### config.mk
export PLATFORM = sky130hd
export DESIGN_NAME = hilo_mult_unit
export DESIGN_NICKNAME = d
export VERILOG_FILES = /design/src/rtl/alu_ctrl_pkg.sv /design/src/rtl/mult_shift_add_core.sv /design/src/rtl/hilo_mult_unit.sv
export SDC_FILE = /design/constraint.sdc
export NUM_CORES = 1
export LEC_CHECK = 0
export BUFFER_PORTS_ARGS = -buffer_cell sky130_fd_sc_hd__clkbuf_2
export CAP_MARGIN = 25
export CORE_MARGIN = 8
export CORE_UTILIZATION = 64
export CTS_CLUSTER_SIZE = 30
export DETAILED_ROUTE_END_ITERATION = 12
export MAX_ROUTING_LAYER = met4
export PLACE_DENSITY = 0.87
export SLEW_MARGIN = 30
export SYNTH_ARGS = -nofsm -noshare
export SYNTH_HDL_FRONTEND = slang
export SYNTH_SLANG_ARGS = --single-unit
### constraint.sdc
create_clock -name Clk -period 6.15 [get_ports Clk]
set_input_delay 1.23 -clock Clk [delete_from_list [all_inputs] [get_ports Clk]]
set_output_delay 1.23 -clock Clk [all_outputs]
set_load 0.01 [all_outputs]
### src/rtl/alu_ctrl_pkg.sv
// Shared ALU-control codes, HI/LO unit state encoding and iteration-count helper.
// The MULT_ACCUM_EN build option lives in hilo_mult_unit; nothing here depends on it.
package alu_ctrl_pkg;

    localparam int XLEN = 32;

    localparam logic [4:0] ALU_MULT  = 5'b00011;
    localparam logic [4:0] ALU_MULTU = 5'b00100;
    localparam logic [4:0] ALU_MUL   = 5'b10011;
    localparam logic [4:0] ALU_MADD  = 5'b10100;
    localparam logic [4:0] ALU_MSUB  = 5'b10101;

    typedef enum logic [1:0] {
        IDLE = 2'd0,
        CALC = 2'd1,
        ACC  = 2'd2,
        DONE = 2'd3
    } hilo_state_e;

    function automatic int calc_iter(input int bits_per_cycle);
        return 32 / bits_per_cycle;
    endfunction

endpackage

### src/rtl/mult_shift_add_core.sv
// Iterative unsigned 32x32->64 shift-add multiplier retiring BITS_PER_CYCLE
// multiplier bits per step; 'last' is high during the final step.
module mult_shift_add_core
    import alu_ctrl_pkg::*;
#(
    parameter int BITS_PER_CYCLE = 1
) (
    input  logic        clk,
    input  logic        rst,
    input  logic        load,
    input  logic        step,
    input  logic [31:0] a,
    input  logic [31:0] b,
    output logic [63:0] prod,
    output logic        last
);
    localparam int ITER = calc_iter(BITS_PER_CYCLE);

    logic [63:0] mcand;
    logic [31:0] mplier;
    logic [5:0]  count;
    logic [63:0] partial;

    // Sum of the multiplicand shifted by each set bit of the current digit.
    always_comb begin
        partial = '0;
        for (int i = 0; i < BITS_PER_CYCLE; i++) begin
            if (mplier[i]) partial = partial + (mcand << i);
        end
    end

    always_ff @(posedge clk) begin
        if (!rst) begin
            mcand  <= '0;
            mplier <= '0;
            prod   <= '0;
            count  <= '0;
        end else if (load) begin
            mcand  <= {32'd0, a};
            mplier <= b;
            prod   <= '0;
            count  <= '0;
        end else if (step) begin
            prod   <= prod + partial;
            mcand  <= mcand << BITS_PER_CYCLE;
            mplier <= mplier >> BITS_PER_CYCLE;
            count  <= count + 6'd1;
        end
    end

    assign last = (count == 6'(ITER - 1));

endmodule

### src/rtl/hilo_mult_unit.sv
// Multi-cycle MULT/MULTU/MUL(/MADD/MSUB) unit owning HI/LO, with Start/Busy/Done handshake.
// Define MULT_ACCUM_EN to enable MADD/MSUB; otherwise those codes are ignored.
module hilo_mult_unit
    import alu_ctrl_pkg::*;
#(
    parameter int BITS_PER_CYCLE = 1,
    parameter int WIDTH          = XLEN
) (
    input  logic             Clk,
    input  logic             Rst,
    input  logic             Start,
    input  logic [4:0]       ALUControl,
    input  logic [WIDTH-1:0] A,
    input  logic [WIDTH-1:0] B,
    input  logic             HiWrite,
    input  logic             LoWrite,
    input  logic [WIDTH-1:0] WriteData,
    output logic             Busy,
    output logic             Done,
    output logic [WIDTH-1:0] Hi,
    output logic [WIDTH-1:0] Lo,
    output logic [WIDTH-1:0] Result
);
    hilo_state_e state, state_next;
    logic [4:0]  op_q;
    logic        neg_q;
    logic        accept;
    logic        signed_op;
    logic [31:0] a_mag, b_mag;
    logic [63:0] prod, p;
    logic        last;

    function automatic logic is_legal(input logic [4:0] code);
`ifdef MULT_ACCUM_EN
        return (code == ALU_MULT) || (code == ALU_MULTU) || (code == ALU_MUL) ||
               (code == ALU_MADD) || (code == ALU_MSUB);
`else
        return (code == ALU_MULT) || (code == ALU_MULTU) || (code == ALU_MUL);
`endif
    endfunction

    assign accept    = (state == IDLE) && Start && is_legal(ALUControl);
    assign signed_op = (ALUControl != ALU_MULTU);
    // Negating 0x80000000 yields 0x80000000, which is the correct unsigned magnitude.
    assign a_mag     = (signed_op && A[31]) ? (32'd0 - A) : A;
    assign b_mag     = (signed_op && B[31]) ? (32'd0 - B) : B;
    assign p         = neg_q ? (64'd0 - prod) : prod;

    mult_shift_add_core #(.BITS_PER_CYCLE(BITS_PER_CYCLE)) u_core (
        .clk  (Clk),
        .rst  (Rst),
        .load (accept),
        .step (state == CALC),
        .a    (a_mag),
        .b    (b_mag),
        .prod (prod),
        .last (last)
    );

`ifdef MULT_ACCUM_EN
    logic [63:0] acc_sum, acc_diff;
    assign acc_sum  = {Hi, Lo} + p;
    assign acc_diff = {Hi, Lo} - p;
`endif

    always_comb begin
        state_next = state;
        case (state)
            IDLE: if (accept) state_next = CALC;
            CALC: if (last) state_next = ACC;
            ACC:  state_next = DONE;
            DONE: state_next = IDLE;
            default: state_next = IDLE;
        endcase
    end

    // Busy tracks CALC/ACC exactly; Done is registered off DONE, so it pulses while IDLE.
    always_ff @(posedge Clk) begin
        if (!Rst) begin
            state  <= IDLE;
            Busy   <= 1'b0;
            Done   <= 1'b0;
            Hi     <= '0;
            Lo     <= '0;
            Result <= '0;
            op_q   <= ALU_MULT;
            neg_q  <= 1'b0;
        end else begin
            state <= state_next;
            Busy  <= (state_next == CALC) || (state_next == ACC);
            Done  <= (state == DONE);
            if (accept) begin
                op_q  <= ALUControl;
                neg_q <= signed_op && (A[31] ^ B[31]);
            end
            if (state == ACC) begin
                case (op_q)
                    ALU_MULT, ALU_MULTU: {Hi, Lo} <= p;
`ifdef MULT_ACCUM_EN
                    ALU_MADD:            {Hi, Lo} <= acc_sum;
                    ALU_MSUB:            {Hi, Lo} <= acc_diff;
`endif
                    ALU_MUL:             Result   <= p[31:0];
                    default: ;
                endcase
            end else begin
                if (HiWrite) Hi <= WriteData;
                if (LoWrite) Lo <= WriteData;
            end
        end
    end

endmodule
After elaboration in Yosys (flattened, before gate mapping)
Index checks and enable logic that the tools add are counted.
{ "totals": {"ff_bits": 272, "input_bits": 106, "word_cells": 68} }
{ "classes": {"addsub": 5, "n_eq_ne": 14, "mux": 17, "bitwise_logic": 2, "n_reduce_logical": 17} }
{ "op_table": {"columns": ["cell", "n"], "rows": [
  ["$mux 32", 12],
  ["$mux 64", 2],
  ["$add 64x64->64", 1],
  ["$sub 1x32->32 const A", 2],
  ["$sub 1x64->64 const A", 1],
  ["$eq 5x2->1 const B", 2],
  ["$eq 5x3->1 const B", 2],
  ["$eq 5x5->1 const B", 2],
  ["$pmux 2 s4", 1],
  ["$add 6x1->6 const B", 1],
  ["$eq 2x2->1 const B", 3],
  ["$eq 6x5->1 const B", 1],
  ["$reduce_and 2->1", 3],
  ["$reduce_bool 2->1", 3],
  ["$logic_and 1x1->1", 5],
  ["$ne 5x3->1 const B", 1],
  ["$eq 2x1->1 const B", 2],
  ["$mux 2", 2],
  ["$reduce_or 2->1", 2],
  ["$logic_or 1x1->1", 3],
  ["$logic_not 2->1", 1],
  ["$ne 2x1->1 const B", 1],
  ["$not 1->1", 1],
  ["$xor 1x1->1", 1]
]} }

Depth between registers and ports, before layout
{ "depth": {"word_depth": 8, "mapped_depth": 15} }

Hierarchy
From an unflattened synthesis, not the netlist that was laid out.
{ "hier_totals": {"hier_cells": 2321, "area_unflattened_um2": 18278.8} }
{ "modules_own_cells": {"columns": ["mod", "instances", "cells_per_inst", "area_each_um2"], "rows": [
  ["mult_shift_add_core", 1, 1349, 10836.6],
  ["hilo_mult_unit", 1, 972, 7442.1]
]} }

Worst setup path after synthesis
Ideal clock, no wire load.
{ "synth_path": {"path_kind": "reg2reg", "from": "reg u_core.mplier[0]", "to": "reg u_core.prod[40]", "setup_time_ps": 131, "arrival_ps": 3605, "t_required_ps": 6019, "path_slack_ps": 2415, "path_stages_with_launch": 15, "period_less_slack_ps": 3735, "cell_sequence": "dfxtp_1 -> clkbuf_1 -> clkbuf_1 -> and2_1 -> ha_1 -> fa_1 -> a21o_1 -> a221oi_2 -> o211ai_1 -> a311o_1 -> a31oi_1 -> o21ai_0 -> a211o_1 -> xnor2_1 -> o21ai_0"} }
{ "synth_via": {"elab_chain_len": 2} }
{ "synth_rtl": {"columns": ["item", "line_no", "source"], "rows": [
  ["start: declaration", "mult_shift_add_core.sv:20", "logic [31:0] mplier;"],
  ["start signal: assignment", "mult_shift_add_core.sv:46", "mplier <= mplier >> BITS_PER_CYCLE;"],
  ["$mux 64", "mult_shift_add_core.sv:28", "if (mplier[i]) partial = partial + (mcand << i);"],
  ["$add 64x64->64", "mult_shift_add_core.sv:44", "prod <= prod + partial;"],
  ["end signal: assignment", "mult_shift_add_core.sv:44", null],
  ["end: declaration", "mult_shift_add_core.sv:14", "output logic [63:0] prod,"]
]} }
No other way between the ends.
A chain may end at the register's enable or synchronous reset.

Worst setup path in the final report
Same ends and word-level chain as after synthesis.

==> out/results.txt <==
For the count of routing violations after the opening detailed-route iteration, the log shows 2392. The initialized floorplan defines 59 standard-cell rows. The area growth from synthesis to layout works out to 13.0%.

The run gives 2084 as the final-layout fill cell count. The placed instances occupy a cell area of 0.0178 mm². The starting density of the core is 64.6%. Input and output buffers added on the ports amount to 203. The count of nets left with antenna violations once routing finished came out at 0. In this run the count of I/O pins placed on the die edge is 204.

The run gives 1 as the number of levels the H-tree was split into. The die is 177 µm tall. CTS saw 272 sinks.

The run gives 0 as the post-cts hold buffer count. Critical path's most frequent cell: sky130_fd_sc_hd__o21ai_0. Combined buffer and inverter count along the critical path: 0.

The tools report the post-synth net total as 2355. For this run, design rule violations remaining after detail routing come to 0. The run gives 79 as the number of distinct library cells after synthesis.

At the pin with the least slew margin, the transition time is 1000 ps. The number of antenna violations at the first check in global routing came out at 0. The signal on the critical path passes through and2_1, ha_1, fa_1, a21o_1, a221oi_2, o211ai_1, a311o_1, a31oi_1, o21ai_0, a211o_1, xnor2_1, o21ai_0. The post-route fraction of the period consumed by the critical path works out to 71.8%. The proportion of synthesized chip area in sequential cells was 32.6%.

Of the total synthesized cell area, the portion taken by AND, OR, NAND and NOR gates is 21.9%. The maximum clock insertion buffer count came out at 3. The slack of the worst reg-to-reg path was 1730 ps; the final wirelength was 54800 µm.

The count of final setup violators was 0. The synthesized-area fraction occupied by adder cells came out at 5.14%. The number of nets in the final layout is 2459, and the highest fanout seen on the critical path is 23.

The run gives 30 as the clock buffer count from CTS. The depth of the worst register-to-register path was 12. STA classifies the critical path startpoint as a flip-flop.

The cell sitting at the root of the clock tree is a sky130_fd_sc_hd__clkbuf_16. The register cell area after layout was 0.00545 mm². The detailed-routing iteration count for the pre-antenna-repair pass was 10; the estimated wirelength of the detail-placed design was 41000 µm. Post-CTS timing repair inserted 0 buffers for setup.

The post-cts sizing count is 0, and the number of max-slew violations in the final report is 0. The die covers 0.0315 mm². Data on the critical path is required at its endpoint by 6560 ps. For this run, the number of Yosys warnings is 0. For the worst-skew pair, the clock arrives at the later sink with an insertion delay of 590 ps. The routed layout has 17300 vias.

The cell area that synthesis handed to floorplanning was 0.0167 mm². After synthesis, the largest family of logic cells by area is compound AO/OA/AOI/OAI gates. The tools report the final core utilization as 72.9%. The clock period could shrink to 4420 ps. The first-pass GRT wire length came out at 83800 µm. The flow ran to the end, and the final reports show no timing, DRC or antenna violations. Using the TritonRoute via totals, the vias-per-cell ratio works out to 6.53.

Entering global routing, the biggest net connects 90 pins. The category of the most critical setup path was reg2reg. The count of final hold-check violations is 0, and the average wire per cell in the routed design is 20.7 µm. In this run the standard cell core region covers 0.0258 mm². The worst setup path is captured at a flip-flop. Clock-pin slew was measured on the worst setup and hold paths at 70 ps. Of the post-synthesis cell area, the part taken by muxes is 0.120%. Slowest library cell on the worst path: sky130_fd_sc_hd__a31oi_1.

The relative slew slack was 33.1%. The floorplan step set the die width to 177 µm. The fraction of registers with async set/reset is 0%. In the final layout, the multi-input gates occupy 0.0106 mm². The largest single stage delay on the critical path is 550 ps.

The total overflow left after global routing is 0. TritonCTS built the clock tree. The fraction of synthesized cell area in xor and xnor cells is 9.55%. The number of synthesized register bits came out at 272. Data on the critical path arrives at its endpoint at 4830 ps. The tool flagged a number of max-cap violations equal to 0. The path class of the tightest hold or removal check is reg2reg. The worst hold path was traced through 2 stages.

For the total global routing track utilization, the log shows 33.8%. Global placer's final weighted congestion: 1.04. Setup repair after global routing left no endpoint under its margin. On the critical path the largest part of the delay comes from compound AO/OA/AOI/OAI gates. Across the routed clock network, the largest skew measured is 33.1 ps. Total power divided by cell area: 220 mW/mm².

Among all flip-flop cells after synthesis, the most frequent one is sky130_fd_sc_hd__dfxtp_1. The synthesized instance count is 2181. Counting flops with a built-in enable in the synthesized netlist gives 0. The synthesized-area fraction occupied by ao, oa, aoi and oai cells was 26.5%.

Timing would allow up to 226 MHz. VDD sags by at most 0.000228 V. Of the cells placed in the final design, the portion with a size suffix greater than 1 is 13.6%. For the number of diodes, the log shows 0. In this run the static leakage power is 7.73 nW. The critical path runs through a total of 12 cells. Once layout is done, the placed cells without fillers occupy 0.0188 mm².

The average instance in the mapped netlist occupies 7.65 µm². The logs give 15400 for the via count of the first global-routing pass and 0 ps for the total negative slack for setup checks.
## final cells by class
cell class	instances	area share (%)
clock buffers	35	4.35
clock inverters	21	1.42
inverters	35	0.710
multi-input cells	1726	56.3
flip-flops and latches	272	28.9
well taps	335	2.22
repair buffers	220	6.07
## cell usage in the layout (no fill, tap or decap), types with 10 or more instances in the layout
master	count
sky130_fd_sc_hd__a211oi_1	84
sky130_fd_sc_hd__a21o_1	34
sky130_fd_sc_hd__a21oi_1	250
sky130_fd_sc_hd__a221oi_1	11
sky130_fd_sc_hd__a222oi_1	49
sky130_fd_sc_hd__a31oi_1	10
sky130_fd_sc_hd__and2_1	66
sky130_fd_sc_hd__buf_4	17
sky130_fd_sc_hd__clkbuf_16	30
sky130_fd_sc_hd__clkbuf_2	203
sky130_fd_sc_hd__dfxtp_1	270
sky130_fd_sc_hd__ha_1	67
sky130_fd_sc_hd__inv_1	34
sky130_fd_sc_hd__nand2_1	285
sky130_fd_sc_hd__nand3_1	26
sky130_fd_sc_hd__nand4_1	24
sky130_fd_sc_hd__nor2_1	265
sky130_fd_sc_hd__nor2b_1	10
sky130_fd_sc_hd__nor3_1	34
sky130_fd_sc_hd__nor4_1	10
sky130_fd_sc_hd__o21a_1	12
sky130_fd_sc_hd__o21ai_0	85
sky130_fd_sc_hd__o21bai_1	11
sky130_fd_sc_hd__o31ai_1	38
sky130_fd_sc_hd__or3_1	17
sky130_fd_sc_hd__or4_1	16
sky130_fd_sc_hd__xnor2_1	79
sky130_fd_sc_hd__xor2_1	103
## power by group
group | total, mW | leakage, nW | switching (mW) | internal, mW
Clock | 1.94 | 0.516 | 0.804 | 1.14
Sequential | 1.83 | 2.21 | 0.0345 | 1.80
Combinational | 0.365 | 5.01 | 0.235 | 0.130
## cell usage after synthesis, drive strengths merged (5+ instances only)
master,n,share of area [%]
nand4,24,0.90
nor2,265,6.0
o41ai,7,0.37
a21oi,252,7.6
dfxtp,272,33
o211ai,8,0.36
nand3,27,0.84
a21boi,5,0.23
and2,67,2.5
nor2b,14,0.52
xor2,103,5.4
nor3,34,1.0
a21o,34,1.5
o21ai,90,2.7
nand2,286,6.4
or4,17,0.79
nand2b,11,0.46
a211oi,84,3.8
ha,67,5.0
and3,7,0.26
o21bai,12,0.54
clkbuf,134,3.0
a31o,7,0.37
inv,35,0.79
nor4,14,0.69
o21a,12,0.54
a221oi,12,0.67
a222oi,49,2.9
buf,14,0.32
o2111ai,6,0.31
xnor2,79,4.1
or3,18,0.70
a31oi,10,0.37
o31ai,40,1.9
o22ai,9,0.34
## metrics by stage
stage / hold WS [ps] / setup slack [ps] / total power [mW] / cells
5_1_grt: 486 / 1420 / 4.25 / 2644
6_report: 461 / 1730 / 4.14 / 2644
3_5_place_dp: 460 / 1770 / 2.23 / 2588
4_1_cts: 468 / 1780 / 4.13 / 2644
2_1_floorplan: 440 / 2410 / 2.08 / 2181
3_3_place_gp: 447 / 1880 / 2.22 / 2588
## state kept, by name (all words and copies together), names as in the netlist
name,cells
op_q,5
Hi,32
Busy,1
Done,1
state,2
u_core.count,6
u_core.mplier,32
Result,32
u_core.prod,64
u_core.mcand,64
neg_q,1
Lo,32
## per-layer routing
| layer | part of all wire, % | track usage (%) |
|---|---|---|
| met1 | 42 | 45.5 |
| met2 | 43 | 49.7 |
| met3 | 12 | 7.51 |
| met4 | 3.3 | 10.5 |
| met5 | 0 | - |
## worst register-to-register path, stage by stage (launching register included)
cell and delay (ps):
sky130_fd_sc_hd__dfxtp_1 470, sky130_fd_sc_hd__and2_1 250, sky130_fd_sc_hd__ha_1 200, sky130_fd_sc_hd__fa_1 400
sky130_fd_sc_hd__a21o_1 220, sky130_fd_sc_hd__a221oi_2 480, sky130_fd_sc_hd__o211ai_1 240, sky130_fd_sc_hd__a311o_1 490
sky130_fd_sc_hd__a31oi_1 550, sky130_fd_sc_hd__o21ai_0 340, sky130_fd_sc_hd__a211o_1 370, sky130_fd_sc_hd__xnor2_1 130
sky130_fd_sc_hd__o21ai_0 90
## cells by family (layout without fill, tap and decap cells)
logic type | count (synthesis) | count (layout)
flip-flops | 272 | 272
multiplexers | 2 | 2
AO/OA/AOI/OAI | 673 | 673
AND/OR/NAND/NOR | 801 | 801
XOR/XNOR | 182 | 182
buffers and inverters | 183 | 311
adder cells (fa/ha/maj) | 68 | 68
## path summary, 6_finish.rpt
check | from | to
worst max-delay path | u_core.mplier[0] | u_core.prod[40]
worst min-delay path | u_core.mcand[50] | u_core.mcand[51]
worst max register to register | u_core.mplier[0] | u_core.prod[40]
worst min register to register | u_core.mcand[50] | u_core.mcand[51]
(Power assumes the default switching activity.)
